===== src/rtl/xor_fold_serial_3_35.sv =====
// Serial XOR fold: accepts NUM_VEC operand words over a valid/ready stream and
// presents their bitwise XOR, with a frame error flag, on a valid/ready output.
module xor_fold_serial_3_35 #(
  parameter int NUM_VEC = 3,
  parameter int WIDTH   = 35
) (
  input  logic             clk,
  input  logic             rst,
  input  logic             in_valid,
  output logic             in_ready,
  input  logic [WIDTH-1:0] in_data,
  input  logic             in_last,
  output logic             out_valid,
  input  logic             out_ready,
  output logic [WIDTH-1:0] out_xor,
  output logic             frame_err
);

  localparam int CW = (NUM_VEC > 2) ? $clog2(NUM_VEC) : 1;
  localparam logic [CW-1:0] LAST_BEAT = CW'(NUM_VEC - 1);

  typedef enum logic {
    ACCUM = 1'b0,
    HOLD  = 1'b1
  } state_t;

  state_t            state_q, state_d;
  logic [CW-1:0]     cnt_q, cnt_d;
  logic [WIDTH-1:0]  acc_q, acc_d;
  logic              err_q, err_d;
  logic              closing;

  always_ff @(posedge clk or posedge rst) begin
    if (rst) begin
      state_q <= ACCUM;
      cnt_q   <= '0;
      acc_q   <= '0;
      err_q   <= 1'b0;
    end else begin
      state_q <= state_d;
      cnt_q   <= cnt_d;
      acc_q   <= acc_d;
      err_q   <= err_d;
    end
  end

  // The closing beat is the first of: count reaching the frame size, or in_last.
  assign closing = (cnt_q == LAST_BEAT) || in_last;

  always_comb begin
    state_d = state_q;
    cnt_d   = cnt_q;
    acc_d   = acc_q;
    err_d   = err_q;
    case (state_q)
      ACCUM: begin
        if (in_valid) begin
          acc_d = (cnt_q == '0) ? in_data : (acc_q ^ in_data);
          if (closing) begin
            state_d = HOLD;
            cnt_d   = '0;
            err_d   = (in_last && (cnt_q != LAST_BEAT)) ||
                      (!in_last && (cnt_q == LAST_BEAT));
          end else begin
            cnt_d = cnt_q + CW'(1);
          end
        end
      end
      HOLD: begin
        if (out_ready) begin
          state_d = ACCUM;
          cnt_d   = '0;
          err_d   = 1'b0;
        end
      end
      default: begin
        state_d = ACCUM;
        cnt_d   = '0;
      end
    endcase
  end

  // in_ready depends only on state, so nothing combinational reaches it.
  assign in_ready  = (state_q == ACCUM);
  assign out_valid = (state_q == HOLD);
  assign out_xor   = acc_q;
  assign frame_err = err_q;

endmodule


===== config.mk =====
export PLATFORM = sky130hd
export DESIGN_NAME = xor_fold_serial_3_35
export DESIGN_NICKNAME = d
export VERILOG_FILES = /design/src/rtl/xor_fold_serial_3_35.sv
export SDC_FILE = /design/constraint.sdc
export NUM_CORES = 1
export LEC_CHECK = 0
export CAP_MARGIN = 20
export CORE_ASPECT_RATIO = 1.4
export CORE_MARGIN = 2
export CORE_UTILIZATION = 48
export CTS_BUF_LIST = sky130_fd_sc_hd__clkbuf_16
export DETAILED_ROUTE_END_ITERATION = 8
export PLACE_DENSITY = 0.85
export SLEW_MARGIN = 20
export SYNTH_ARGS = -nofsm -noshare
export SYNTH_HDL_FRONTEND = slang
export SYNTH_SLANG_ARGS = --single-unit

===== constraint.sdc =====
create_clock -name clk -period 2.7 [get_ports clk]
set_input_delay 0.27 -clock clk [delete_from_list [all_inputs] [get_ports clk]]
set_output_delay 0.27 -clock clk [all_outputs]
set_load 0.02 [all_outputs]

==> impl_metrics.json, run 1 <==
{
  "status": "completed",
  "worstMarginPinSlew_ns": 0.569,
  "hold_viol_final": 0,
  "max_freq_mhz": 563,
  "crit_required_ns": 2.86,
  "p_total_w": 0.00270,
  "htree_levels": 2,
  "cts_sinks": 39,
  "row_count": 28,
  "tns_ns": 0,
  "post-route-period-util_pct": 65.8,
  "route.met2.wl_mm": 2.56,
  "wl_met3_um": 207,
  "hold_class": "input port to async pin",
  "die_h_um": 83.0,
  "synth_seq_area_share_pct": 45.6,
  "leakage_nw": 1.42,
  "core_area_um2": 4270,
  "cts_root_buf": "clkbuf_16",
  "sw_frac_of_total_pct": 38.7,
  "fin_area_um2": 3060,
  "setup_viol": 0,
  "rsz0062_at_grt": "false",
  "clockPowerShare_pct": 21.0,
  "detail_route.first_pass.iterations": 6,
  "timing.final.crit_period_ns": 1.78,
  "topRoutingLayerUsed": "met4",
  "critPathLaunchType": "register",
  "track_usage_pct": 21.0,
  "max-slew-margin-rel_pct": 62.1,
  "vias": 1941,
  "maxSlewViolCount": 0,
  "nets": 368,
  "r2r_slack_ns": 0.92,
  "ant_nets": 0,
  "worstSetupPathType": "register to register",
  "comb_power_share_pct": 44.9,
  "crit_slowest_cell": "ha_2",
  "power_density_nw_per_um2": 882,
  "arrival_ns": 1.94,
  "totalWireLength_mm": 4.95,
  "dp_hpwl_mm": 3.41,
  "regToRegEndpoint": "out_xor[25]",
  "grt-ovfl-total": 0,
  "insertion_delay_ns": 0.28,
  "start_util_pct": 50.1,
  "viasPerCell": 5.04,
  "dpl-instance-area_um2": 2920,
  "grt_max_degree": 43,
  "tritoncts": "yes",
  "yosysWarnings": 0,
  "syn_avg_cell_area_um2": 8.52,
  "switchingPower_w": 0.00104,
  "final_common_cell": "clkdlybuf4s50_1",
  "drt-initial-drc-count": 88,
  "die_w_um": 60.4,
  "max_stage_delay_ns": 0.55,
  "n_antenna_cell": 0,
  "netlist.area_leader.share_pct": 45.6,
  "drcViolationCount": 0,
  "yosys-top-cells-area": "dfrtp_1 (46%), o211ai_1 (8.8%), o21ai_0 (7.5%)",
  "portBuffers": 77,
  "die-area_um2": 5010,
  "timing.max_cap.violations": 0,
  "final_cell_mix": "clkdlybuf4s50_1 (77), inv_1 (42), dfrtp_1 (39), nand2_1 (37), nor2_1 (35)",
  "met1_length_mm": 2.09,
  "grt_pass1_vias": 1821,
  "yosysTopAreaCell": "dfrtp_1",
  "ys_ff_latch": 39,
  "drive_gt1_share_pct": 7.69,
  "syn_area_um2": 2140,
  "n_fill_cell": 339,
  "crit_chain": "inv_1 -> ha_2 -> buf_12 -> nor2_1 -> o21ai_0 -> nand2_1",
  "num_io_pins": 78,
  "r2r_cells": 6,
  "cts_made_buffers": 5,
  "path_clk_slew_ns": 0.06,
  "final_util_pct": 71.6,
  "cts-resized-gates": 0,
  "postCtsSetupBuffers": 0,
  "p_int_w": 0.00165,
  "synthDistinctLibCells": 21,
  "grt_antenna_before_repair": 0,
  "synth.net_count": 295,
  "pwr-share-seq_pct": 34.1,
  "ir_drop_mv": 0.582,
  "skew_ns": 0.00658,
  "crit-reg2reg-launch": "cnt_q[0]",
  "grt_first_pass_wirelength_mm": 8.17,
  "cp_max_fo": 42,
  "area_delta_synth_final_pct": 43.0,
  "hold_buffers": 0,
  "crit_path_end_kind": "register",
  "gp_congestion": 0.833,
  "syn_inst": 251,
  "drt-wirelength-per-cell_um": 12.9,
  "clockBufferDepth": 2
}
## routing by layer
metal | vias to the layer above | track usage, %
li1 | 965 | -
met1 | 918 | 25.9
met2 | 51 | 35.9
met3 | 7 | 2.80
met4 | 0 | 8.10
met5 | - | 0
## cells by family after synthesis
group / count (synthesis) / share of synthesized area [%]
compound gates: 75 / 24.7
flops: 39 / 45.6
simple gates: 76 / 14.3
fa+ha+maj: 4 / 2.34
buf+inv: 56 / 12.6
mux: 1 / 0.468
## cell usage after synthesis
library cell,instances
inv_1,41
buf_12,1
o211ai_1,25
nor2b_1,1
buf_8,2
nand2b_1,1
nand2_1,37
o21ai_0,32
o21ai_1,5
nor2_1,35
a32o_1,2
nand2b_4,1
ha_1,4
buf_2,8
buf_6,1
o211ai_2,10
nor2b_2,1
mux2i_1,1
a21bo_2,1
dfrtp_1,39
clkbuf_2,3
## critical path: cells and delay by family (launching register included)
family / cells / cell delay [ns]
buffers and inverters: 2 / 0.38
DFF: 1 / 0.39
adders and majority gates: 1 / 0.55
AOI/OAI and AO/OA: 1 / 0.17
and+or+nand+nor: 2 / 0.15
## layout make-up
class                   instances  area, um^2  area share (%)
well taps                      60        75.1            2.45
clock inverters                 3        16.3           0.531
clock buffers                   5         125            4.09
flip-flops and latches         39         976            31.9
repair buffers                 81         813            26.6
multi-input cells             156         901            29.4
inverters                      41         154            5.03
## sequential cells by signal, indices dropped and copies added (netlist names)
name       count
out_xor       35
cnt_q          2
frame_err      1
out_valid      1
## power groups by stage
stage	logic, W	clock network, W	registers, W
floorplan	0.000482	0	0.00113
global placement	0.00119	0	0.000919
detailed placement	0.00122	0	0.000925
CTS	0.00123	0.000575	0.000921
global route	0.00133	0.000597	0.000945
finish	0.00121	0.000566	0.000920
## worst max-delay path by stage
stage / end / slack [ns] / startpoint
final: out_xor[25] / 0.92 / cnt_q[0]
after global routing: out_xor[26] / 0.76 / cnt_q[0]
after CTS: out_xor[25] / 0.92 / cnt_q[0]
after detailed placement: out_xor[15] / 0.79 / in_valid
after global placement: out_xor[16] / 0.78 / in_valid
after floorplan: frame_err / 1.36 / cnt_q[0]
## through the flow
stage	hold WS, ns	worst slack [ns]	cells
after global routing	0.479	0.764	385
after floorplan	0.403	1.36	251
after detailed placement	0.487	0.787	377
after global placement	0.478	0.781	377
after CTS	0.435	0.925	385
final	0.407	0.924	385
Note: power is estimated with default switching activity, not from simulation.
==> run 2: changes to the inputs <==
--- a/config.mk
+++ b/config.mk
@@ -8,10 +8,10 @@
 export CAP_MARGIN = 20
 export CORE_ASPECT_RATIO = 1.4
 export CORE_MARGIN = 2
-export CORE_UTILIZATION = 48
+export CORE_UTILIZATION = 45
 export CTS_BUF_LIST = sky130_fd_sc_hd__clkbuf_16
 export DETAILED_ROUTE_END_ITERATION = 8
-export PLACE_DENSITY = 0.85
+export PLACE_DENSITY = 0.81
 export SLEW_MARGIN = 20
 export SYNTH_ARGS = -nofsm -noshare
 export SYNTH_HDL_FRONTEND = slang
==> constraint.sdc (replaced) <==
create_clock -name clk -period 1.8 [get_ports clk]
set_input_delay 0.18 -clock clk [delete_from_list [all_inputs] [get_ports clk]]
set_output_delay 0.18 -clock clk [all_outputs]
set_load 0.02 [all_outputs]
==> run 2 against run 1 <==
  * Global-route usage shrank 1.6 points
  * Register-to-register slack lost 0.58 ns
  * Die area grew 6.3%
  * Wire length shrank 1.3%
  * Non-clock buffer count grew 1
  * Cell count grew 0.78%
  * Total power grew 50%
  * Clock power grew 45%
  * Count of clock-buffer cells in the layout is the same
  * Via count shrank 0.52%
  * Utilization shrank 4.3 points
  * Hold slack lost 0.075 ns
  * Highest routed layer unchanged
==> impl_metrics.json, run 2 (same netlist as run 1, synthesis figures left out) <==
{
  "gp_congestion": 0.686,
  "maxSlewViolCount": 0,
  "p_int_w": 0.00249,
  "nets": 369,
  "leakage_nw": 1.43,
  "core_area_um2": 4570,
  "totalWireLength_mm": 4.89,
  "cts_sinks": 39,
  "max_freq_mhz": 598,
  "stdcell_count": 388,
  "dp_cells": 380,
  "setup_slack_ns": 0.129,
  "n_fill_cell": 378,
  "comb_power_share_pct": 45.6,
  "grt-ovfl-total": 0,
  "portBuffers": 77,
  "clockPowerShare_pct": 20.4,
  "critPathLaunchType": "register",
  "hold_class": "input port to async pin",
  "n_antenna_cell": 0,
  "timing.final.crit_period_ns": 1.67,
  "dp_hpwl_mm": 3.39,
  "worstSetupPathType": "register to output port",
  "die_w_um": 62.3,
  "crit_slowest_cell": "clkdlybuf4s50_1",
  "pwr-share-seq_pct": 34.0,
  "viasPerCell": 4.98,
  "postCtsSetupBuffers": 0,
  "max-slew-margin-rel_pct": 67.2,
  "num_io_pins": 78,
  "detail_route.first_pass.iterations": 4,
  "pre_cts_slack_ns": 0.314,
  "power_density_nw_per_um2": 1310,
  "final_cell_mix": "clkdlybuf4s50_1 (77), inv_1 (43), dfrtp_1 (39), nand2_1 (37), nor2_1 (35)",
  "drt-initial-drc-count": 103,
  "p_total_w": 0.00404,
  "setup_viol": 0,
  "max_stage_delay_ns": 0.61,
  "hold_buffers": 0,
  "ir_drop_mv": 0.665,
  "ant_nets": 0,
  "final_common_cell": "clkdlybuf4s50_1",
  "die_h_um": 85.6,
  "row_count": 29,
  "cts-resized-gates": 0,
  "vias": 1931,
  "sw_frac_of_total_pct": 38.3,
  "track_usage_pct": 19.4,
  "grt_pass1_vias": 1905,
  "htree_levels": 2,
  "drive_gt1_share_pct": 7.67,
  "crit_chain": "inv_1 -> clkdlybuf4s50_1",
  "largest_register_ff_count": 35,
  "grt_first_pass_wirelength_mm": 8.38,
  "cts_root_buf": "clkbuf_16",
  "clockBufferDepth": 2,
  "hold_viol_final": 0,
  "timing.max_cap.violations": 0,
  "tritoncts": "yes",
  "grt_antenna_before_repair": 0,
  "start_util_pct": 46.8,
  "rsz0062_at_grt": "false",
  "status": "completed",
  "insertion_delay_ns": 0.28,
  "die-area_um2": 5330,
  "tns_ns": 0,
  "area_delta_synth_final_pct": 43.9,
  "worstMarginPinSlew_ns": 0.491,
  "cts_made_buffers": 5,
  "drcViolationCount": 0,
  "cp_max_fo": 7,
  "skew_ns": 0.00214,
  "drt-wirelength-per-cell_um": 12.6,
  "switchingPower_w": 0.00154,
  "grt_max_degree": 59,
  "crit_path_end_kind": "output port",
  "path_clk_slew_ns": 0.05,
  "arrival_ns": 1.49,
  "post-route-period-util_pct": 92.8,
  "crit_required_ns": 1.62
}
==> run 2: cell types whose count changed in the layout (fill, tap and decap cells not counted), sizes merged <==
| cell | delta |
|---|---|
| buf | +1 |
| inv | +1 |
| clkinvlp | -1 |
==> run 2: final cells by class <==
type | count | area, um^2 | area share [%]
flip-flops and latches | 39 | 976 | 31.7
well taps | 62 | 77.6 | 2.52
repair buffers | 82 | 833 | 27.1
clock buffers | 5 | 125 | 4.06
inverters | 41 | 154 | 5.00
multi-input cells | 156 | 901 | 29.3
clock inverters | 3 | 12.5 | 0.406
==> run 2: final timing paths <==
| path | start | end | slack [ns] | cells after the start |
|---|---|---|---|---|
| setup / recovery | out_valid | in_ready | 0.13 | 2 |
| hold / removal | rst | out_xor[30] | 0.33 | 3 |
| setup reg to reg | cnt_q[0] | frame_err | 0.34 | 7 |
| hold reg to reg | cnt_q[0] | cnt_q[0] | 0.50 | 1 |
| max in group asynchronous | rst | out_xor[11] | 1.13 | 3 |
| min in group clk | cnt_q[0] | cnt_q[0] | 0.50 | 1 |
==> run 2: stage by stage <==
stage | hold slack (ns) | cell area (um^2) | util (%)
after floorplan | 0.313 | 2140 | -
after global placement | 0.480 | 2940 | 64.3
after detailed placement | 0.488 | 2940 | 64.3
after CTS | 0.350 | 3080 | 67.4
after global routing | 0.388 | 3080 | 67.4
final | 0.331 | 3080 | 67.4
==> run 2: worst max-delay path: cells and delay by family, from the launching register on <==
kind,cells,cell delay (ns)
buf+inv,2,0.75
flops,1,0.47
==> run 2: power by group through the flow <==
stage | logic [W] | clock network (W) | registers (W)
6_report | 0.00184 | 0.000821 | 0.00137
5_1_grt | 0.00200 | 0.000891 | 0.00142
4_1_cts | 0.00186 | 0.000847 | 0.00137
3_5_place_dp | 0.00186 | 0 | 0.00138
3_3_place_gp | 0.00181 | 0 | 0.00137
2_1_floorplan | 0.000722 | 0 | 0.00169
==> run 2: routing by layer <==
metal	GRT usage, %	vias up	routed length (um)
li1	-	969	-
met1	22.8	900	2120
met2	34.9	55	2440
met3	3.67	7	244
met4	7.88	0	78
met5	0	-	0
==> run 3: changes to the inputs <==
--- a/config.mk
+++ b/config.mk
@@ -12,6 +12,7 @@
 export CTS_BUF_LIST = sky130_fd_sc_hd__clkbuf_16
 export DETAILED_ROUTE_END_ITERATION = 8
 export PLACE_DENSITY = 0.81
+export SKIP_LAST_GASP = 1
 export SLEW_MARGIN = 20
 export SYNTH_ARGS = -nofsm -noshare
 export SYNTH_HDL_FRONTEND = slang
==> results of run 3 <==
Final layout, timing and power as in run 2 (identical DEF).
